$ cat config.mk
export PLATFORM = sky130hd
export DESIGN_NAME = uart_rx_unit
export DESIGN_NICKNAME = d
export VERILOG_FILES = /design/src/rtl/uart_pkg.sv /design/src/rtl/rx_bit_sampler.sv /design/src/rtl/uart_rx_unit.sv
export SDC_FILE = /design/constraint.sdc
export NUM_CORES = 1
export LEC_CHECK = 0
export CAP_MARGIN = 20
export CORE_MARGIN = 1.5
export CORE_UTILIZATION = 53
export CTS_CLUSTER_SIZE = 12
export DETAILED_ROUTE_END_ITERATION = 16
export PLACE_DENSITY = 0.88
export SLEW_MARGIN = 20
export SYNTH_ARGS = -nofsm -noshare
export SYNTH_HDL_FRONTEND = slang
export SYNTH_SLANG_ARGS = --single-unit
export TNS_END_PERCENT = 10
$ cat constraint.sdc
create_clock -name Clock -period 2.1 [get_ports Clock]
set_clock_uncertainty 0.15 [all_clocks]
set_input_delay 0.42 -clock Clock [delete_from_list [all_inputs] [get_ports Clock]]
set_output_delay 0.42 -clock Clock [all_outputs]
set_load 0.02 [all_outputs]
$ cat src/rtl/uart_pkg.sv
// Shared types and default sizing for the UART receive path.
package uart_pkg;

    localparam int DEFAULT_WORD_SIZE       = 8;
    localparam int DEFAULT_SAMPLES_PER_BIT = 8;

    typedef enum logic [1:0] {
        IDLE,
        STARTING,
        RECEIVING
    } rx_state_t;

endpackage

$ cat src/rtl/rx_bit_sampler.sv
// Oversampling counter for the UART receiver: produces the start-bit half-period
// strobe and the per-bit centre strobe from Sample_tick.
module rx_bit_sampler #(
    parameter int SAMPLES_PER_BIT = 8
) (
    input  logic Clock,
    input  logic rst,
    input  logic sample_tick,
    input  logic starting,
    input  logic receiving,
    output logic half_done,
    output logic bit_centre
);

    localparam int CW = $clog2(SAMPLES_PER_BIT);
    localparam logic [CW-1:0] HALF_LAST = CW'(SAMPLES_PER_BIT / 2 - 1);
    localparam logic [CW-1:0] BIT_LAST  = CW'(SAMPLES_PER_BIT - 1);

    logic [CW-1:0] sample_cnt;

    // Counter is held at zero whenever the receiver is idle, so every new start begins aligned.
    always_ff @(posedge Clock) begin
        if (rst) begin
            sample_cnt <= '0;
        end else if (!starting && !receiving) begin
            sample_cnt <= '0;
        end else if (sample_tick) begin
            if (starting && sample_cnt == HALF_LAST) begin
                sample_cnt <= '0;
            end else if (receiving && sample_cnt == BIT_LAST) begin
                sample_cnt <= '0;
            end else begin
                sample_cnt <= sample_cnt + CW'(1);
            end
        end
    end

    assign half_done  = sample_tick && starting  && (sample_cnt == HALF_LAST);
    assign bit_centre = sample_tick && receiving && (sample_cnt == BIT_LAST);

endmodule

$ cat src/rtl/uart_rx_unit.sv
// UART receiver top: start detection, LSB-first assembly, stop check and host handshake.
// Optional even parity bit and Error3 output enabled by defining UART_RX_PARITY_EN.
module uart_rx_unit
    import uart_pkg::*;
#(
    parameter int WORD_SIZE       = DEFAULT_WORD_SIZE,
    parameter int SAMPLES_PER_BIT = DEFAULT_SAMPLES_PER_BIT
) (
    input  logic                 Clock,
    input  logic                 rst,
    input  logic                 Serial_in,
    input  logic                 Sample_tick,
    input  logic                 read_not_ready_in,
    output logic [WORD_SIZE-1:0] RCV_datareg,
    output logic                 read_not_ready_out,
    output logic                 Error1,
    output logic                 Error2
`ifdef UART_RX_PARITY_EN
    ,
    output logic                 Error3
`endif
);

`ifdef UART_RX_PARITY_EN
    localparam int FRAME_BITS = WORD_SIZE + 1;
`else
    localparam int FRAME_BITS = WORD_SIZE;
`endif
    localparam int BW = $clog2(FRAME_BITS + 1);
    localparam logic [BW-1:0] WORD_LAST = BW'(WORD_SIZE);
    localparam logic [BW-1:0] STOP_IDX  = BW'(FRAME_BITS);

    rx_state_t state, state_next;

    logic [BW-1:0]        bit_cnt;
    logic [WORD_SIZE-1:0] shift_reg;
    logic                 half_done;
    logic                 bit_centre;
    logic                 enter_rx;
    logic                 data_bit;
    logic                 frame_end;
    logic                 done_pending;
    logic                 stop_seen;
`ifdef UART_RX_PARITY_EN
    logic                 par_bit;
    logic                 parity_acc;
`endif

    rx_bit_sampler #(
        .SAMPLES_PER_BIT(SAMPLES_PER_BIT)
    ) u_sampler (
        .Clock      (Clock),
        .rst        (rst),
        .sample_tick(Sample_tick),
        .starting   (state == STARTING),
        .receiving  (state == RECEIVING),
        .half_done  (half_done),
        .bit_centre (bit_centre)
    );

    always_ff @(posedge Clock) begin
        if (rst) begin
            state <= IDLE;
        end else begin
            state <= state_next;
        end
    end

    // A high sample during STARTING wins over the half-period strobe, rejecting glitches.
    always_comb begin
        state_next = state;
        enter_rx   = 1'b0;
        data_bit   = 1'b0;
        frame_end  = 1'b0;
`ifdef UART_RX_PARITY_EN
        par_bit    = 1'b0;
`endif
        case (state)
            IDLE: begin
                if (Sample_tick && !Serial_in) begin
                    state_next = STARTING;
                end
            end
            STARTING: begin
                if (Sample_tick && Serial_in) begin
                    state_next = IDLE;
                end else if (half_done) begin
                    state_next = RECEIVING;
                    enter_rx   = 1'b1;
                end
            end
            RECEIVING: begin
                if (bit_centre) begin
                    if (bit_cnt == STOP_IDX) begin
                        state_next = IDLE;
                        frame_end  = 1'b1;
                    end else if (bit_cnt < WORD_LAST) begin
                        data_bit = 1'b1;
`ifdef UART_RX_PARITY_EN
                    end else begin
                        par_bit = 1'b1;
`endif
                    end
                end
            end
            default: state_next = IDLE;
        endcase
    end

    always_ff @(posedge Clock) begin
        if (rst) begin
            bit_cnt      <= '0;
            shift_reg    <= '0;
            done_pending <= 1'b0;
            stop_seen    <= 1'b0;
`ifdef UART_RX_PARITY_EN
            parity_acc   <= 1'b0;
`endif
        end else begin
            done_pending <= frame_end;
            if (frame_end) begin
                stop_seen <= Serial_in;
            end
            if (enter_rx) begin
                bit_cnt <= '0;
`ifdef UART_RX_PARITY_EN
                parity_acc <= 1'b0;
`endif
            end else if (data_bit) begin
                shift_reg <= {Serial_in, shift_reg[WORD_SIZE-1:1]};
                bit_cnt   <= bit_cnt + BW'(1);
`ifdef UART_RX_PARITY_EN
                parity_acc <= parity_acc ^ Serial_in;
            end else if (par_bit) begin
                bit_cnt    <= bit_cnt + BW'(1);
                parity_acc <= parity_acc ^ Serial_in;
`endif
            end
        end
    end

    // An ack in the completion cycle frees the buffer first, so the new word is accepted.
    always_ff @(posedge Clock) begin
        if (rst) begin
            RCV_datareg        <= '0;
            read_not_ready_out <= 1'b0;
            Error1             <= 1'b0;
            Error2             <= 1'b0;
`ifdef UART_RX_PARITY_EN
            Error3             <= 1'b0;
`endif
        end else if (done_pending) begin
            if (!read_not_ready_out || read_not_ready_in) begin
                RCV_datareg        <= shift_reg;
                read_not_ready_out <= 1'b1;
                Error1             <= read_not_ready_in ? 1'b0 : Error1;
                Error2             <= (read_not_ready_in ? 1'b0 : Error2) | ~stop_seen;
`ifdef UART_RX_PARITY_EN
                Error3             <= (read_not_ready_in ? 1'b0 : Error3) | parity_acc;
`endif
            end else begin
                Error1 <= 1'b1;
            end
        end else if (read_not_ready_in) begin
            read_not_ready_out <= 1'b0;
            Error1             <= 1'b0;
            Error2             <= 1'b0;
`ifdef UART_RX_PARITY_EN
            Error3             <= 1'b0;
`endif
        end
    end

endmodule

Word level (Yosys, flattened, before mapping) --
Index checks and enable logic that the tools add are counted.
Word-level totals: flip-flop bits (word level) 30, input port bits 5, output and inout bits 11, logic and storage cells 75
Operators by class: add/sub/neg operators 2, $lt $le $gt $ge 1, equality and inequality tests 10, mux-type cells 27, bitwise operators 3, reductions and logical operators 22
Operators with widths (number):
- 1-bit two-way mux | 19
- 2-bit two-way mux | 5
- 1-bit logical AND | 9
- 3-bit two-way mux | 2
- 2-bit inequality test, second input constant | 3
- 2-bit case mux with 3 select lines | 1
- 2-bit AND reduction | 3
- 4-bit by 1-bit adder with 4-bit output, second input constant | 1
- 4-bit equality test, second input constant | 1
- 1-bit zero test | 4
- 4-bit < comparator, second input constant | 1
- 4-bit AND reduction | 1
- 2-bit OR reduction | 2
- 3-bit by 1-bit adder with 3-bit output, second input constant | 1
- 3-bit by 2-bit equality test with 1-bit output, second input constant | 1
- 3-bit equality test, second input constant | 1
- 3-bit inequality test, second input constant | 1
- 2-bit by 1-bit equality test with 1-bit output, second input constant | 1
- 2-bit equality test, second input constant | 1
- 2-bit zero test | 1
- 2-bit by 1-bit inequality test with 1-bit output, second input constant | 1
- 1-bit inverter | 2
- 2-bit nonzero test | 1
- 1-bit logical OR | 1
- 1-bit OR | 1

Logic depth before layout (Yosys ltp) --
word-level depth 8, mapped depth 6, gate-level depth less buffers 6

By module --
From an unflattened synthesis, not the netlist that was laid out.
Unflattened totals: cell total of the unflattened synthesis 153, area, all modules 1323.8 µm²
By module, submodules not included:
- uart_rx_unit | times used 1, cells an instance 132, area each 1124.8 µm², sequential area each 540.5 µm²
- rx_bit_sampler | times used 1, cells an instance 21, area each 198.9 µm², sequential area each 60.1 µm²

Worst setup path before layout --
No wires, ideal clock.
kind register to register, start register u_sampler.sample_cnt[0], end register state[0], library setup time 0.087 ns, arrival 1.441 ns, required time 1.863 ns, slack 0.422 ns, cell stages (with the launch flop) 7, buffers on the path 0, clock period less this slack 1.678 ns, cell sequence dfxtp_1 ha_1 ha_1 and3_4 nand4b_4 a2111o_1 o31ai_1
Between the ends: cells in the longest elaborated chain, start to end 4, elaborated cells between the ends (all ways) 7, classes of those cells eq/ne: 4; reduce/logical: 3
RTL lines:
- start, declared | RTL line rx_bit_sampler.sv:19 | logic [CW-1:0] sample_cnt;
- start signal, assigned | RTL line rx_bit_sampler.sv:33 | sample_cnt <= sample_cnt + CW'(1);
- 3-bit by 2-bit equality test with 1-bit output or 3-bit equality test (tied branches) | RTL line rx_bit_sampler.sv:38, rx_bit_sampler.sv:39
- 1-bit logical AND (on tied branches) | RTL line rx_bit_sampler.sv:38, rx_bit_sampler.sv:39
- 3-bit inequality test (no source line) or 2-bit inequality test (tied branches)
- 4-bit AND reduction (no source line) *
- end signal, assigned | RTL line uart_rx_unit.sv:65 | state <= state_next;
- end, declared | RTL line uart_rx_unit.sv:33 | rx_state_t state, state_next;
Every way passes the cells marked *; elsewhere a longest branch is shown, timed or not. A chain may end at the register's enable or synchronous reset.

Final worst setup path --
start register read_not_ready_out, end output port read_not_ready_out
RTL lines:
- start, declared | RTL line uart_rx_unit.sv:15 | output logic read_not_ready_out,
- start signal, assigned | RTL line uart_rx_unit.sv:146 | read_not_ready_out <= 1'b0;
- start signal, assigned | RTL line uart_rx_unit.sv:155 | read_not_ready_out <= 1'b1;
- start signal, assigned | RTL line uart_rx_unit.sv:165 | read_not_ready_out <= 1'b0;
No word-level cell between the ends.

==> results.md <==
* Register-to-Register Path Depth at 6
* # clock sinks at 30
* Synth Area in Compound Gates at 11.2%
* Gr usage total at 21.7%
* Total Wirelength at 2420 um
* Number of nets with antenna violations after detailed routing at 0
* Final Wtd Congestion at 0.747
* Setup repair after global routing missed its margin: false
* Floorplan Core Area at 2250 um^2
* Detailed-routed wire length on met2 at 1180 um
* Number of vias after detailed routing at 1066
* Finish-stage setup viols at 0
* Fraction of the core area covered by cells at the end of the flow at 68.6%
* Post-Layout Cell Count at 190
* Final hold violation count at 0
* Synthesis Warnings at 0
* Number of stages on the worst setup path at 1
* Worst setup slack after layout at 195 ps
* Routed via count divided by cell count at 5.61
* Rows at 17
* Worst reg2reg endpoint: state[1]$_SDFFE_PP0P_
* Crit-path max cell delay at 620 ps
* Post-synthesis instance total at 140
* Family with the most delay on the worst path: buffers and inverters
* Critical Path Start Type: register
* CTS H-Tree Depth at 2
* Relative slew slack at 80.0%
* First-pass GRT wire length at 4150 um
* Routed WL per cell at 12.8 um
* Minimum clock period at 1900 ps
* Share of cell area taken by muxes after synthesis at 7.81%
* Post-layout total power at 1.06 mW
* Adder-cell area share of the yosys netlist at 7.71%
* Final clock period utilization by the worst path at 90.7%
* Worst setup EP type: output port
* Met3 wire len at 98 um
* Number of iterations in the first detailed-routing pass at 4
* Critical path data required time at 1530 ps
* Leading post-synthesis cells by cell area: dfxtp_1, ha_1, mux2i_1, nor2_1, a21oi_1
* Later-pin clock latency in the skew report at 330 ps
* Synth unique cells at 28
* Fin Setup TNS at 0 ps
* Die X at 52.5 um
* Number of buffers and inverters on the critical path at 1
* Worst Setup Slack post-DPL at 39.2 ps
* Number of port buffers at 15
* Clock transition at path regs at 90 ps
* HP Start: shift_reg[0]$_SDFFE_PP0P_
* Die H at 52.5 um
* Number of DRC markers after the initial detailed-route iteration at 25
* Max-slew violation count at 0
* Data arrival at the endpoint of the critical path at 1330 ps
* Pin count of the biggest net entering global routing at 22
* CTS-repair resized insts at 0
* Worst-margin pin slew at 300 ps
* Worst-path fanout max at 4
* Total setup buffers inserted after CTS at 0
* Reg2reg setup slack at 270 ps
* Dominant combinational cell family by area after synthesis: simple AND/OR/NAND/NOR gates
* Cell taking the most area after synthesis: dfxtp_1
* Cell depth of the worst min-delay path at 2
* Number of buffers between clock root and the deepest sink at 2
* Detailed-placement wirelength estimate at 1720 um
* Buffer cell driving the clock tree root: clkbuf_4
* Outcome: finished, final reports clean
* Standard cell with the maximum stage delay on the critical path: clkdlybuf4s50_1
* Post-Synthesis Cell Area at 1300 um^2
* Peak ir drop on the vdd network at 482 uV
* Antenna cells at 0
* Die outline area at 2750 um^2
* Final net count at 174
* Post-placement cell count at 182
* Share of synthesized area occupied by flip-flops and latches at 46.3%
* Avg Cell Area, Syn at 9.27 um^2
* Synth-to-layout area growth at 19.3%
* Worst Hold Endpoint: shift_reg[0]$_SDFFE_PP0P_
* Metal1 wirelength at 1070 um
* Drc violations at 0
* Type of the worst setup path: reg -> out
* Initial antenna violation count at 0
* Total of hold buffers inserted after clock tree synthesis at 0
* Yosys top cell area share at 46.3%
* Leakage Power at 0.724 nW
* Worst hold path class: reg -> reg
* Achievable clock frequency at 525 MHz
* Number of synthesized register bits at 30
* Basic-gate share of the synthesized area counting and, or, nand and nor cells at 20.5%
* Max-cap viol count at 0
* Highest layer used for signal routing: met4
* Initial core utilization at 57.5%
* Ratio of cells with drive above 1 in the final layout at 10.5%
* Fraction of synthesized cell area in xor and xnor cells at 1.35%
* Total grt overflow at 0
* Number of global-route vias before repair at 970
* Net Count, Synth at 153
* IO Pins at 16
* Number of buffers created by CTS at 5
* TritonCTS clock tree: yes
* Critical path cell sequence: clkdlybuf4s50_1
* Pwr Density at 688 nW/um^2
* Reg-to-reg startpoint: u_sampler.sample_cnt[0]$_SDFFE_PP0P_
## logic make-up (layout without fill, tap and decap cells)
kind of cell	after synthesis	after routing
fa+ha+maj	8	8
mux	10	10
compound gates	22	22
xor+xnor	2	2
simple gates	53	53
buf+inv	15	37
flops	30	30
## tightest hold or removal path, stage by stage, from the launching register on
cell	delay (ps)
dfxtp_1	330
nand2_1	50
a21oi_1	50
## layout by cell type, fill, tap and decap left out, drive strengths merged, types with 5 or more instances in the layout
cell and instances:
dfxtp 30, nor2 21, nand2 15, clkdlybuf4s50 15
a21oi 12, inv 9, mux2i 9, nand3 8
ha 8, clkbuf 7, buf 5
## routing by layer
metal,up-vias,GRT usage (%)
met4,0,16.7
met3,8,6.00
met2,27,34.6
met5,-,0
li1,522,-
met1,509,24.2
## stage by stage
step                hold slack (ps)  area, um^2
CTS                             325        1550
floorplan                       286        1300
finish                          323        1550
global placement                304        1490
global route                    344        1550
detailed placement              313        1490
## layout make-up
cell class,count,area (um^2)
Sequential cell,30,601
Inverter,9,33.8
Tap cell,28,35.0
Clock inverter,1,5.00
Fill cell,182,707
Multi-Input combinational cell,95,631
Clock buffer,7,55.1
Timing Repair Buffer,20,188
## how the worst max path moves through the flow
| stage | start | endpoint |
|---|---|---|
| 4_1_cts | read_not_ready_out$_SDFFE_PP0P_ | read_not_ready_out |
| 6_report | read_not_ready_out$_SDFFE_PP0P_ | read_not_ready_out |
| 5_1_grt | read_not_ready_out$_SDFFE_PP0P_ | read_not_ready_out |
| 3_3_place_gp | Sample_tick | state[1]$_SDFFE_PP0P_ |
| 3_5_place_dp | Sample_tick | state[0]$_SDFFE_PP0P_ |
| 2_1_floorplan | u_sampler.sample_cnt[0]$_SDFFE_PP0P_ | state[0]$_SDFFE_PP0P_ |
## report_power, final
part	internal, mW	switching (mW)	leakage [nW]	total, mW
Clock	0.162	0.195	0.0353	0.357
Combinational	0.0493	0.0702	0.447	0.119
Sequential	0.581	0.00801	0.242	0.589
Total	0.792	0.273	0.724	1.06
## synthesized netlist by cell type
cell / count
a41oi_1: 1
a22oi_1: 1
mux2_2: 1
nand4b_4: 1
nand4b_2: 1
o31ai_1: 2
xnor2_1: 1
and4b_2: 1
and3_4: 1
o21ai_0: 1
clkbuf_1: 3
nor3_1: 1
nand3_1: 8
ha_1: 8
buf_6: 1
dfxtp_1: 30
mux2i_1: 9
o221ai_1: 1
a21oi_1: 12
a2bb2oi_1: 2
xor2_1: 1
buf_2: 2
nand2b_1: 3
nand2_1: 15
a2111o_1: 2
inv_1: 9
nor2_1: 21
nand4_1: 1
(Power assumes the default switching activity.)
